**config.mk**
```make
export PLATFORM = sky130hd
export DESIGN_NAME = alarm_ctrl
export DESIGN_NICKNAME = d
export VERILOG_FILES = /design/src/rtl/alarm_ctrl.sv
export SDC_FILE = /design/constraint.sdc
export NUM_CORES = 1
export LEC_CHECK = 0
export ABC_CLOCK_PERIOD_IN_PS = 3430
export CORE_ASPECT_RATIO = 1.2
export CORE_MARGIN = 2
export CORE_UTILIZATION = 45
export CTS_BUF_LIST = sky130_fd_sc_hd__clkbuf_16
export DETAILED_ROUTE_END_ITERATION = 12
export PLACE_DENSITY = 0.73
export SLEW_MARGIN = 20
export SYNTH_ARGS = -nofsm -noshare
export SYNTH_HDL_FRONTEND = slang
export SYNTH_SLANG_ARGS = --single-unit
```
**constraint.sdc**
```tcl
create_clock -name clk -period 3.43 [get_ports clk]
set_input_delay 0.686 -clock clk [delete_from_list [all_inputs] [get_ports clk]]
set_output_delay 0.686 -clock clk [all_outputs]
set_load 0.05 [all_outputs]
```
**src/rtl/alarm_ctrl.sv**
```systemverilog
// Alarm controller: stores an HH:MM alarm, rings on a registered time match, buzzes while ringing.
// Snooze support is compiled in only when ALARM_SNOOZE_EN is defined.
module alarm_ctrl #(
    parameter int unsigned RING_SEC   = 30,
    parameter int unsigned BUZZ_DIV   = 25000,
    parameter int unsigned SNOOZE_SEC = 300
) (
    input  logic       clk,
    input  logic       rst,
    input  logic       i_tick_1hz,
    input  logic [5:0] i_sec,
    input  logic [5:0] i_min,
    input  logic [5:0] i_hour,
    input  logic       i_arm,
    input  logic       i_set_pos,
    input  logic       i_set_inc,
    input  logic       i_stop,
    input  logic       i_snooze,
    output logic [5:0] o_alarm_min,
    output logic [5:0] o_alarm_hour,
    output logic       o_armed,
    output logic       o_ring,
    output logic       o_buzz,
    output logic [1:0] o_state
);

    localparam logic [1:0] ST_IDLE   = 2'd0;
    localparam logic [1:0] ST_ARMED  = 2'd1;
    localparam logic [1:0] ST_RING   = 2'd2;
    localparam logic [1:0] ST_SNOOZE = 2'd3;

    localparam int unsigned    BW        = (BUZZ_DIV > 1) ? $clog2(BUZZ_DIV) : 1;
    localparam logic [BW-1:0]  BUZZ_LAST = BW'(BUZZ_DIV - 1);
    localparam logic [15:0]    RING_LIM  = 16'(RING_SEC);

    logic [1:0]    state_q, state_d;
    logic [5:0]    alarm_min_q, alarm_min_d;
    logic [5:0]    alarm_hour_q, alarm_hour_d;
    logic          match_q, match_prev_q, match_d, match_edge;
    logic [15:0]   ring_cnt_q, ring_cnt_d, ring_inc;
    logic          ring_timeout;
    logic [BW-1:0] buzz_cnt_q, buzz_cnt_d;
    logic          buzz_q, buzz_d;
    logic          armed_q, ring_q;

`ifdef ALARM_SNOOZE_EN
    localparam logic [15:0] SNZ_LIM = 16'(SNOOZE_SEC);
    logic [15:0] snz_cnt_q, snz_cnt_d, snz_inc;
    logic        snz_timeout;

    always_comb begin
        snz_inc     = (snz_cnt_q == 16'hFFFF) ? snz_cnt_q : snz_cnt_q + 16'd1;
        snz_timeout = i_tick_1hz && (snz_inc == SNZ_LIM);
        snz_cnt_d   = '0;
        if (state_d == ST_SNOOZE && state_q == ST_SNOOZE)
            snz_cnt_d = i_tick_1hz ? snz_inc : snz_cnt_q;
    end

    always_ff @(posedge clk) begin
        if (rst) snz_cnt_q <= '0;
        else     snz_cnt_q <= snz_cnt_d;
    end
`else
    logic unused_snooze;
    assign unused_snooze = i_snooze | (SNOOZE_SEC == 0);
`endif

    // Compare uses the alarm value before any same-cycle increment.
    always_comb begin
        match_d      = (i_hour == alarm_hour_q) && (i_min == alarm_min_q) && (i_sec == 6'd0);
        match_edge   = match_q && !match_prev_q;
        ring_inc     = (ring_cnt_q == 16'hFFFF) ? ring_cnt_q : ring_cnt_q + 16'd1;
        ring_timeout = i_tick_1hz && (ring_inc == RING_LIM);
    end

    always_comb begin
        state_d = state_q;
        case (state_q)
            ST_IDLE:  if (i_arm) state_d = ST_ARMED;
            ST_ARMED: begin
                if (i_arm)           state_d = ST_IDLE;
                else if (match_edge) state_d = ST_RING;
            end
            ST_RING: begin
                if (i_arm)                       state_d = ST_IDLE;
                else if (i_stop || ring_timeout) state_d = ST_ARMED;
`ifdef ALARM_SNOOZE_EN
                else if (i_snooze)               state_d = ST_SNOOZE;
`endif
            end
            ST_SNOOZE: begin
`ifdef ALARM_SNOOZE_EN
                if (i_arm)            state_d = ST_IDLE;
                else if (snz_timeout) state_d = ST_RING;
`else
                state_d = ST_IDLE;
`endif
            end
        endcase
    end

    always_comb begin
        alarm_min_d  = alarm_min_q;
        alarm_hour_d = alarm_hour_q;
        if (i_set_inc && state_q != ST_RING) begin
            if (i_set_pos) alarm_hour_d = (alarm_hour_q == 6'd23) ? 6'd0 : alarm_hour_q + 6'd1;
            else           alarm_min_d  = (alarm_min_q  == 6'd59) ? 6'd0 : alarm_min_q  + 6'd1;
        end
    end

    // Counters only advance while staying in RING; entry and exit both clear them.
    always_comb begin
        ring_cnt_d = '0;
        buzz_cnt_d = '0;
        buzz_d     = 1'b0;
        if (state_d == ST_RING && state_q == ST_RING) begin
            ring_cnt_d = i_tick_1hz ? ring_inc : ring_cnt_q;
            if (buzz_cnt_q == BUZZ_LAST) begin
                buzz_cnt_d = '0;
                buzz_d     = ~buzz_q;
            end else begin
                buzz_cnt_d = buzz_cnt_q + BW'(1);
                buzz_d     = buzz_q;
            end
        end
    end

    always_ff @(posedge clk) begin
        if (rst) begin
            state_q      <= ST_IDLE;
            alarm_min_q  <= '0;
            alarm_hour_q <= '0;
            match_q      <= 1'b0;
            match_prev_q <= 1'b0;
            ring_cnt_q   <= '0;
            buzz_cnt_q   <= '0;
            buzz_q       <= 1'b0;
            armed_q      <= 1'b0;
            ring_q       <= 1'b0;
        end else begin
            state_q      <= state_d;
            alarm_min_q  <= alarm_min_d;
            alarm_hour_q <= alarm_hour_d;
            match_q      <= match_d;
            match_prev_q <= match_q;
            ring_cnt_q   <= ring_cnt_d;
            buzz_cnt_q   <= buzz_cnt_d;
            buzz_q       <= buzz_d;
            armed_q      <= (state_d != ST_IDLE);
            ring_q       <= (state_d == ST_RING);
        end
    end

    assign o_alarm_min  = alarm_min_q;
    assign o_alarm_hour = alarm_hour_q;
    assign o_armed      = armed_q;
    assign o_ring       = ring_q;
    assign o_buzz       = buzz_q;
    assign o_state      = state_q;

endmodule

```
; ---- After elaboration in Yosys (flattened, before gate mapping)
; Index checks and enable logic that the tools add are counted.
; Widths: inputs -> output; s select.
[totals]
register_bits = 50
mem_count = 0
wordCells = 53
in_bits = 26
ram_bits = 0
out_inout_bits = 17
latchBits = 0
mem_bits_ro = 0
[classes]
shifts = 0
n_addsub = 4
bitwise = 3
order_cmp = 0
div_mod_pow = 0
multipliers = 0
reduce_logical = 15
mux = 9
eq_ne = 12
[ops]
columns = operator, n
row1 = $add 16x1->16 const B, 1
row2 = $eq 16x16->1 const B, 1
row3 = $eq 16x5->1 const B, 1
row4 = $mux 16, 1
row5 = $add 15x1->15 const B, 1
row6 = $eq 15x15->1 const B, 1
row7 = $add 6x1->6 const B, 2
row8 = $eq 6x6->1, 2
row9 = $mux 6, 2
row10 = $mux 2, 5
row11 = $pmux 2 s4, 1
row12 = $eq 2x2->1 const B, 3
row13 = $eq 6x5->1 const B, 1
row14 = $eq 6x6->1 const B, 1
row15 = $logic_and 1x1->1, 6
row16 = $logic_not 6->1, 1
row17 = $reduce_and 2->1, 2
row18 = $not 1->1, 3
row19 = $reduce_or 3->1, 1
row20 = $eq 2x1->1 const B, 1
row21 = $logic_not 2->1, 1
row22 = $ne 2x2->1 const B, 1
row23 = $reduce_bool 2->1, 1
row24 = $reduce_or 2->1, 1
row25 = other kinds (2), 2

; ---- Logic depth before layout (Yosys ltp)
[depth]
ltp_word = 12
ltp_mapped = 9
depth_no_buf = 7

; ---- Worst setup path after synthesis
; No wires, ideal clock.
[synth_path]
path_type = reg-to-reg
startpoint = register ring_cnt_q[0]
endpoint = register state_q[0], in the netlist o_state[0]
required_time_ps = 3360
path_slack_ps = 1197
path_buffers = 0
path_stages_with_launch = 8
t_arrival_ps = 2163
period_less_slack_ps = 2233
setup_ps = 70
path_cell_list = dfxtp_1 ha_1 nand3_2 or4_4 o211ai_1 o2111ai_1 or4_1 a21oi_1
[synth_between]
elab_chain_cells = 8
elab_cells_between_ends = 9
classes_between = 1 x add/sub / 2 x eq/ne / 4 x mux / 2 x reduce/logical
[synth_rtl]
columns = element, line
row1 = "start, declared", 40  ; logic [15:0] ring_cnt_q, ring_cnt_d, ring_inc;
row2 = "start signal, assigned", 146  ; ring_cnt_q <= ring_cnt_d;
row3 = $add 16x1->16 or $eq 16x16->1 (tied branches), 72  ; ring_inc = (ring_cnt_q == 16'hFFFF) ? ring_cnt_q : ring_cnt_q + 16'd1;
row4 = $mux 16 *, 72
row5 = $eq 16x5->1 *, 73  ; ring_timeout = i_tick_1hz && (ring_inc == RING_LIM);
row6 = $logic_and 1x1->1 *, 73
row7 = $logic_or 1x1->1 *, 86  ; else if (i_stop || ring_timeout) state_d = ST_ARMED;
row8 = $mux 2 *, 86
row9 = $mux 2 *, 85  ; if (i_arm) state_d = ST_IDLE;
row10 = $pmux 2 s4 *, 78  ; case (state_q)
row11 = "end signal, assigned", 141  ; state_q <= state_d;
row12 = "end, declared", 36  ; logic [1:0] state_q, state_d;
; Every way passes the cells marked *; elsewhere a longest branch is shown, timed or not.
; A chain may end at the register's enable or synchronous reset.

; ---- Final worst setup path
[layout_path]
startpoint = register ring_cnt_q[0]
endpoint = register buzz_cnt_q[6]
[layout_between]
elab_chain_cells = 12
elab_cells_between_ends = 13
classes_between = 1 x add/sub / 3 x eq/ne / 4 x mux / 1 x bitwise / 4 x reduce/logical
[layout_rtl]
columns = element, line
row1 = $add 16x1->16 or $eq 16x16->1 (tied branches), 72
row2 = $mux 16 *, 72
row3 = $eq 16x5->1 *, 73
row4 = $logic_and 1x1->1 *, 73
row5 = $logic_or 1x1->1 *, 86
row6 = $mux 2 *, 86
row7 = $mux 2 *, 85
row8 = $pmux 2 s4 *, 78
row9 = $eq 2x2->1 *, 116  ; if (state_d == ST_RING && state_q == ST_RING) begin
row10 = $logic_and 1x1->1 *, 116
row11 = $not 1->1 (no source line) *, n/a
row12 = $reduce_or 3->1 (no source line) *, n/a
row13 = "end signal, assigned", 147  ; buzz_cnt_q <= buzz_cnt_d;
row14 = "end, declared", 42  ; logic [BW-1:0] buzz_cnt_q, buzz_cnt_d;
; Marks and branches as above.

==> results_dict.tcl <==
set metrics [dict create \
    drtAntennaViolNets 0 \
    worst-path-buf-inv 1 \
    drv_cap 0 \
    synth_cells 313 \
    cts_buffer_depth 2 \
    setup_viol 0 \
    hold_viol_final 0 \
    critPathArrivalTime_ns 2.65 \
    grt_pass1_wl_um 9320 \
    critPathKind "flip-flop to flip-flop" \
    grt_pass1_vias 2180 \
    area_delta_synth_final_pct 23.5 \
    post-cts-setup-buffers 0 \
    avgRoutedWirePerCell_um 12.7 \
    synth_edf_count 0 \
    use_met1_pct 21.2 \
    wirelength_um 5480 \
    grt_max_degree 23 \
    dieArea_sq_um 6480 \
    tightest_slew_ns 0.716 \
    cp_top_family "simple AND/OR/NAND/NOR gates" \
    antenna_found_initial 0 \
    critPathLaunchType "flip-flop" \
    ys_warn_count 0 \
    synth_seq_cells 50 \
    place_area_sq_um 3080 \
    min_path_type "flip-flop to flip-flop" \
    setup_tns_ns 0 \
    grt.busiest_layer "met2" \
    num_vias 2296 \
    fin_cells 432 \
    pin_count 43 \
    peakVddDrop_uv 271 \
    dr.pass1.iters 4 \
    final_common_cell "dfxtp_1" \
    layout_common_cells "dfxtp_1, clkdlybuf4s50_1, nor2_1, nor3_1, nand2_1" \
    max_freq_mhz 401 \
    ys_types 44 \
    worst_setup_path_end_kind "flip-flop" \
    drtIter0Drc 71 \
    gr-total-overflow 0 \
    fp.dieH_um 87.8 \
    clockRootBuffer "clkbuf_16" \
    h-tree-depth 2 \
    n_fill_cell 535 \
    powerDensity_nw_per_um2 383 \
    dp_cells 424 \
    nNetsFinal 381 \
    clock-sinks 50 \
    fin_area_sq_um 3250 \
    max_stage_delay_ns 0.64 \
    numCtsBuffers 5 \
    clk_latency_ns 0.29 \
    use_met2_pct 31.6 \
    ys_seq_area_share_pct 38.0 \
    dieWidth_um 73.8 \
    relSlewSlack_pct 52.0 \
    cp_data_required_time_ns 3.58 \
    fin_util_pct 57.4 \
    n_antenna_cell 0 \
    path_cells "ha_1, nand3_2, or4_4, o211ai_1, o2111ai_1, nor3_2, buf_4, nor3_1" \
    power_leakage_uw 0.00106 \
    viasPerCell 5.31 \
    rsz0062_at_grt "false" \
    syn_area_per_cell_sq_um 8.41 \
    syn_area_sq_um 2630 \
    outcome "completed" \
    async_flop_share_pct 0 \
    met3_usage_pct 4.26 \
    crit_slowest_cell "or4_4" \
    synth-main-ff-cell "dfxtp_1" \
    postCtsHoldBufs 0 \
    coreArea_sq_um 5670 \
    grt.total_usage_pct 17.9 \
    initial_utilization_pct 46.4 \
    finClkSkew_ns 0.00448 \
    portBuffers 41 \
    finalCritPeriodShare_pct 72.7 \
    dp.final_hpwl_um 4040 \
    cts_tree "done" \
    critPathMaxFanout 22 \
    syn_nets 343 \
    fin_crit_ns 2.49 \
    slew_violations 0 \
    drc 0 \
    postCtsResizedCells 0 \
    fp-row-count 30 \
    gp_congestion 0.864 \
    drive_gt1_share_pct 6.25 \
    path_clk_slew_ns 0.07 \
]
worst paths after layout:
kind	from	endpoint	slack, ns	cells past startpoint
worst max-delay path	ring_cnt_q[0]	buzz_cnt_q[6]	0.94	8
worst min register to register	match_q	match_prev_q	0.45	2
worst min-delay path	match_q	match_prev_q	0.45	2
worst max register to register	ring_cnt_q[0]	buzz_cnt_q[6]	0.94	8
layer usage:
| metal | part of all wire [%] | vias up |
|---|---|---|
| li1 | - | 1178 |
| met1 | 45 | 1051 |
| met2 | 48 | 58 |
| met3 | 5.7 | 9 |
| met4 | 1.3 | 0 |
| met5 | 0 | - |
synth_stat cells, drive strengths merged, types with 2 or more instances:
cell    instances  area [sq um]
o31ai           2          15.0
nand2          25          93.8
buf             9          71.3
nor4            7          43.8
mux2i           8          80.1
and4            2          17.5
nor3b           2          15.0
nor2b           3          18.8
clkbuf          5          20.0
or3             3          18.8
a211oi          2          15.0
nor2           38           143
nand4          13          93.8
o21ai          12          60.1
a21oi           5          25.0
nor3           35           180
nand3          18          95.1
dfxtp          50          1000
and3            3          18.8
ha              4          50.1
xor2           22           193
or4             2          18.8
inv             5          18.8
nand2b          3          18.8
xnor2          24           210
where the power goes:
group | total, uW | internal, uW | switching (uW)
Combinational | 93.9 | 49.3 | 44.6
Sequential | 591 | 585 | 5.64
Clock | 559 | 345 | 214
Total | 1240 | 980 | 264
sequential cells by signal, summed over array words and instances (netlist names):
signal,count
ring_cnt_q,16
buzz_cnt_q,15
o_alarm_hour,6
o_alarm_min,6
o_state,2
match_prev_q,1
match_q,1
o_armed,1
o_buzz,1
o_ring,1
tightest hold or removal path: stages (launching register included):
cell and delay [ns]:
dfxtp_1 0.30, inv_1 0.06, nor2_1 0.05
stage by stage:
stage                     power [uW]  setup slack [ns]  hold WS (ns)
after floorplan                  651              1.20         0.422
after global placement           697             0.883         0.439
after detailed placement         698             0.843         0.443
after CTS                       1260             0.922         0.453
after global routing            1280             0.733         0.475
final                           1240             0.936         0.449
area by class of cell:
type / instances / area (sq um) / area share (%)
multi-input combinational: 244 / 1520 / 46.8
sequential: 50 / 1000 / 30.8
timing repair buffer: 45 / 440 / 13.5
clock buffer: 5 / 125 / 3.85
tap: 80 / 100 / 3.08
clock inverter: 3 / 43.8 / 1.35
inverter: 5 / 18.8 / 0.577
logic make-up (layout without fill, tap and decap cells):
logic type	Yosys count	count (layout)	synth area share, %
AO/OA/AOI/OAI	29	29	7.18
buffers and inverters	19	58	4.18
adder cells (fa/ha/maj)	4	4	1.90
AND/OR/NAND/NOR	157	157	30.4
flip-flops	50	50	38.0
XOR/XNOR	46	46	15.3
multiplexers	8	8	3.04
(Power assumes the default switching activity.)
